## src/rtl/hazard_ctrl.sv

```systemverilog
// Pipeline hazard controller: load-use stall detection, MEM-stage redirect flushing,
// a small RUN/STALL/FLUSH state tracker and saturating debug counters.
module hazard_ctrl #(
   parameter int W  = 5,
   parameter int CW = 16
) (
   input  logic          clk,
   input  logic          reset,
   input  logic [W-1:0]  id_rs,
   input  logic [W-1:0]  id_rt,
   input  logic          id_uses_rt,
   input  logic          idex_MemRead,
   input  logic [W-1:0]  idex_rt,
   input  logic          mem_redirect,
   input  logic          cnt_clear,
   output logic          pc_write,
   output logic          ifid_write,
   output logic          idex_bubble,
   output logic          ifid_flush,
   output logic          idex_flush,
   output logic          exmem_flush,
   output logic [1:0]    state,
   output logic [CW-1:0] stall_count,
   output logic [CW-1:0] flush_count
);

   typedef enum logic [1:0] {
      RUN   = 2'b00,
      STALL = 2'b01,
      FLUSH = 2'b10
   } state_t;

   state_t cur_state, next_state;
   logic   lu;
   logic   stall_event;
   logic   rs_match;
   logic   rt_match;

   // Register 0 is hardwired to zero, so a load targeting it never creates a dependency.
   always_comb begin
      rs_match    = (idex_rt == id_rs);
      rt_match    = id_uses_rt && (idex_rt == id_rt);
      lu          = idex_MemRead && (idex_rt != '0) && (rs_match || rt_match);
      stall_event = lu && !mem_redirect;
   end

   always_ff @(posedge clk or posedge reset) begin
      if (reset) begin
         cur_state <= RUN;
      end else begin
         cur_state <= next_state;
      end
   end

   always_comb begin
      next_state = cur_state;
      case (cur_state)
         RUN: begin
            if (mem_redirect)  next_state = FLUSH;
            else if (lu)       next_state = STALL;
            else               next_state = RUN;
         end
         STALL: begin
            if (mem_redirect)  next_state = FLUSH;
            else if (lu)       next_state = STALL;
            else               next_state = RUN;
         end
         FLUSH: begin
            if (mem_redirect)  next_state = FLUSH;
            else if (lu)       next_state = STALL;
            else               next_state = RUN;
         end
         default:              next_state = RUN;
      endcase
   end

   // Mealy controls; reset holds the front end frozen with a bubble into ID/EX.
   always_comb begin
      pc_write    = 1'b1;
      ifid_write  = 1'b1;
      idex_bubble = 1'b0;
      ifid_flush  = 1'b0;
      idex_flush  = 1'b0;
      exmem_flush = 1'b0;
      if (reset) begin
         pc_write    = 1'b0;
         ifid_write  = 1'b0;
         idex_bubble = 1'b1;
      end else if (mem_redirect) begin
         ifid_flush  = 1'b1;
         idex_flush  = 1'b1;
         exmem_flush = 1'b1;
      end else if (lu) begin
         pc_write    = 1'b0;
         ifid_write  = 1'b0;
         idex_bubble = 1'b1;
      end
   end

   // A clear wins over an increment in the same cycle; counters stick at all-ones.
   always_ff @(posedge clk or posedge reset) begin
      if (reset) begin
         stall_count <= '0;
         flush_count <= '0;
      end else if (cnt_clear) begin
         stall_count <= '0;
         flush_count <= '0;
      end else begin
         if (stall_event && (stall_count != '1)) begin
            stall_count <= stall_count + CW'(1);
         end
         if (mem_redirect && (flush_count != '1)) begin
            flush_count <= flush_count + CW'(1);
         end
      end
   end

   assign state = cur_state;

endmodule

```

## config.mk

```make
export PLATFORM = sky130hd
export DESIGN_NAME = hazard_ctrl
export DESIGN_NICKNAME = d
export VERILOG_FILES = /design/src/rtl/hazard_ctrl.sv
export SDC_FILE = /design/constraint.sdc
export NUM_CORES = 1
export LEC_CHECK = 0
export CAP_MARGIN = 20
export CELL_PAD_IN_SITES_DETAIL_PLACEMENT = 0
export CELL_PAD_IN_SITES_GLOBAL_PLACEMENT = 2
export CORE_ASPECT_RATIO = 0.6
export CORE_UTILIZATION = 28
export DETAILED_ROUTE_END_ITERATION = 10
export GPL_TIMING_DRIVEN = 0
export PLACE_DENSITY_LB_ADDON = 0.3
export SLEW_MARGIN = 20
export SYNTH_ARGS = -nofsm -noshare
export SYNTH_HDL_FRONTEND = slang
export SYNTH_SLANG_ARGS = --single-unit
export TNS_END_PERCENT = 20
```

## constraint.sdc

```tcl
create_clock -name clk -period 2.2 [get_ports clk]
set_input_delay 0.44 -clock clk [delete_from_list [all_inputs] [get_ports clk]]
set_output_delay 0.44 -clock clk [all_outputs]
set_load 0.02 [all_outputs]
```

==> flow_metrics.py <==
metrics = {
    "status": {
        "status": "finished, violations left",
        "violations": "design-rule violations",
    },
    "floorplanning": {
        "num_io_pins": 61,
        "core_area_um2": 6820,
        "die_x_um": 112,
        "die_h_um": 67.9,
        "initial_core_util_pct": 29.7,
        "dieArea_um2": 7590,
        "rows": 23,
    },
    "global_routing": {
        "grt_usage_pct": 15.8,
        "grt_overflow": 0,
        "antenna_found_initial": 0,
        "grt_pass1_wl_um": 9060,
        "grt_start_max_net_pins": 29,
        "grt_pass1_vias": 1650,
    },
    "detailed_routing": {
        "drtIter0Drc": 112,
        "routedWlPerCell_um": 15.3,
        "firstDrtPassIters": 7,
        "route.detailed.drc": 7,
        "vias": 1915,
        "avgViaCountPerCell": 5.11,
        "routed_wl_um": 5720,
        "ant_nets": 0,
    },
    "power_and_ir_drop": {
        "p_per_area_nw_per_um2": 534,
        "cellLeakagePower_uw": 0.00117,
        "ir_drop_mv": 0.296,
    },
    "clocking": {
        "cts_tree": "done",
        "htreeDepth": 2,
        "numCtsBuffers": 5,
        "cts.sinks": 34,
        "clock_latency_ps": 270,
        "clockBufferDepth": 2,
        "clockRootBuffer": "clkbuf_16",
        "cts_hold_buffers": 0,
        "clkTransAtPathRegs_ps": 50,
    },
    "cells_and_area": {
        "final_layout_size_suffix_gt1_share_pct": 14.6,
        "final_nets": 310,
        "syn_to_final_growth_pct": 46.4,
        "final_common_cell": "clkdlybuf4s50_1",
        "layout_common_cells": "clkdlybuf4s50_1 (37), dfrtp_1 (34), nor2_1 (28)",
        "fillCellCount": 667,
        "n_antenna_cell": 0,
        "fin_cells": 375,
    },
    "logic_synthesis": {
        "synthSimpleGateAreaFrac_pct": 27.7,
        "synth-seq-cells": 34,
        "synth.area.top_cells": "dfrtp_1 (42%), nor2_1 (5.2%), xnor2_1 (5.2%), xor2_1 (4.3%), a21oi_1 (3.7%)",
        "synth_compound_area_share_pct": 12.0,
        "synth.largest_area_cell": "dfrtp_1",
        "muxShareOfSynthArea_pct": 3.27,
        "yosysTopAreaCellShare_pct": 42.0,
        "synth.distinct_cells": 42,
        "syn_area_um2": 2030,
        "synth.avg_cell_area_um2": 9.25,
        "yosys_warnings": 0,
        "synth_top_family_by_area": "simple AND/OR/NAND/NOR gates",
        "synthAdderAreaFrac_pct": 1.24,
        "synth_xor_xnor_area_share_pct": 9.51,
        "synth_seq_area_share_pct": 42.0,
        "synth_cells": 219,
        "synth_nets": 242,
    },
    "timing": {
        "setup-tns-final_ps": 0,
        "whs_ps": 434,
        "fin_worst_skew_ps": 3.46,
        "hold_violations": 0,
        "finalMaxSlewViolations": 0,
        "worst_slew_pin_slew_ps": 555,
        "rsz0062_at_grt": "yes",
        "period_minus_slack_ps": 2150,
        "fmax_mhz": 465,
        "fin_crit_sh_pct": 97.7,
        "slew_headroom_pct": 63.0,
        "finalSetupViolations": 0,
    },
    "critical_path": {
        "max_stage_delay_ps": 300,
        "critPathSlowestCell": "nor4_2",
        "cp-end-kind": "primary output",
        "worst-path-max-fanout": 3,
        "rr_worst_depth": 7,
        "start_kind": "input pin",
        "arrival_ps": 1710,
        "path_class": "input pin to primary output",
        "crit_path_frequent_cell": "buf_6",
        "crit_path_cell_trace": "buf_8, xor2_2, nor4_2, a32oi_1, buf_4, o21ai_4, buf_6, buf_6",
        "required_ps": 1760,
    },
    "place": {
        "gp_congestion": 0.741,
        "dp.cells": 366,
        "portBuffers": 59,
        "dp_hpwl_um": 4220,
    },
    "min_path": {
        "min_path_type": "input pin to asynchronous set/reset pin",
    },
    "job": {
        "max_cap_viol_count": 0,
    },
}
worst max-delay path, delay by kind of cell:
| kind | cells | cell delay, ps |
|---|---|---|
| buffers and inverters | 4 | 490 |
| XOR/XNOR | 1 | 170 |
| AO/OA/AOI/OAI | 2 | 300 |
| AND/OR/NAND/NOR | 1 | 300 |
worst paths after layout:
kind / from / endpoint / slack [ps]
worst max-delay path: idex_rt[2] / idex_bubble / 50
worst min-delay path: reset / state[0]$_DFF_PP0_ / 430
worst max register to register: flush_count[0]$_DFFE_PP0P_ / flush_count[10]$_DFFE_PP0P_ / 160
worst min register to register: state[0]$_DFF_PP0_ / state[1]$_DFF_PP0_ / 490
max in group asynchronous: reset / stall_count[4]$_DFFE_PP0P_ / 1350
min in group clk: state[0]$_DFF_PP0_ / state[1]$_DFF_PP0_ / 490
metal layers:
layer,vias up,wire [um],global-route usage (%)
met3,2,372,4.52
li1,945,-,-
met1,905,3050,24.2
met5,-,0,0
met2,63,2280,21.3
met4,0,19,3.72
synth_stat cells, drive strengths merged:
library cell,n
dfrtp,34
nor2,28
a21oi,15
xnor2,12
nand3,11
nor4,11
nand4,10
nor3,10
xor2,10
nand2,7
o21ai,7
o31ai,7
buf,6
clkbuf,6
or4,6
inv,5
mux2,5
nor2b,5
or3,4
and4,2
ha,2
nor4b,2
o41ai,2
a211oi,1
a21o,1
a32oi,1
and3,1
mux2i,1
nand2b,1
nor3b,1
o21ba,1
o31a,1
or2,1
or3b,1
or4b,1
logic make-up (layout without fill, tap and decap cells):
kind of cell,after synthesis,count (layout)
AO/OA/AOI/OAI,36,36
XOR/XNOR,22,22
adder cells (fa/ha/maj),2,2
buffers and inverters,17,86
flip-flops,34,34
multiplexers,6,6
AND/OR/NAND/NOR,102,102
registers in the layout (all words and copies together) (netlist names):
name and count:
flush_count 16, state 2, stall_count 16
timing repair:
item	CTS	global route
buffers inserted	3	0
pin swaps	12	7
gates resized for setup	69	10
gates cloned	0	0
setup endpoints to repair	18	5
metrics by stage:
step / power (uW) / area [um^2] / util (%) / setup WS, ps
2_1_floorplan: 739 / 2050 / - / 11.6
3_3_place_gp: 828 / 2750 / 40.4 / -1150
3_5_place_dp: 832 / 2770 / 40.7 / -1040
4_1_cts: 1600 / 2970 / 43.5 / -161
5_1_grt: 1650 / 2970 / 43.5 / -15.1
6_report: 1580 / 2970 / 43.5 / 51.6
layout make-up:
class / instances / area (um^2) / area share (%)
Multi-Input combinational cell: 168 / 1150 / 38.8
Clock buffer: 8 / 166 / 5.61
Timing Repair Buffer: 63 / 613 / 20.7
Tap cell: 87 / 109 / 3.67
Sequential cell: 34 / 851 / 28.7
Buffer: 10 / 57.6 / 1.94
Inverter: 5 / 18.8 / 0.633
power breakdown:
part / switching [uW] / leakage [uW] / internal (uW)
combinational: 102 / 0.000612 / 80.7
sequential: 7.41 / 0.000471 / 631
clock: 250 / 0.0000832 / 512
total: 359 / 0.00117 / 1220
No activity file was read; power rests on OpenSTA's default activity.
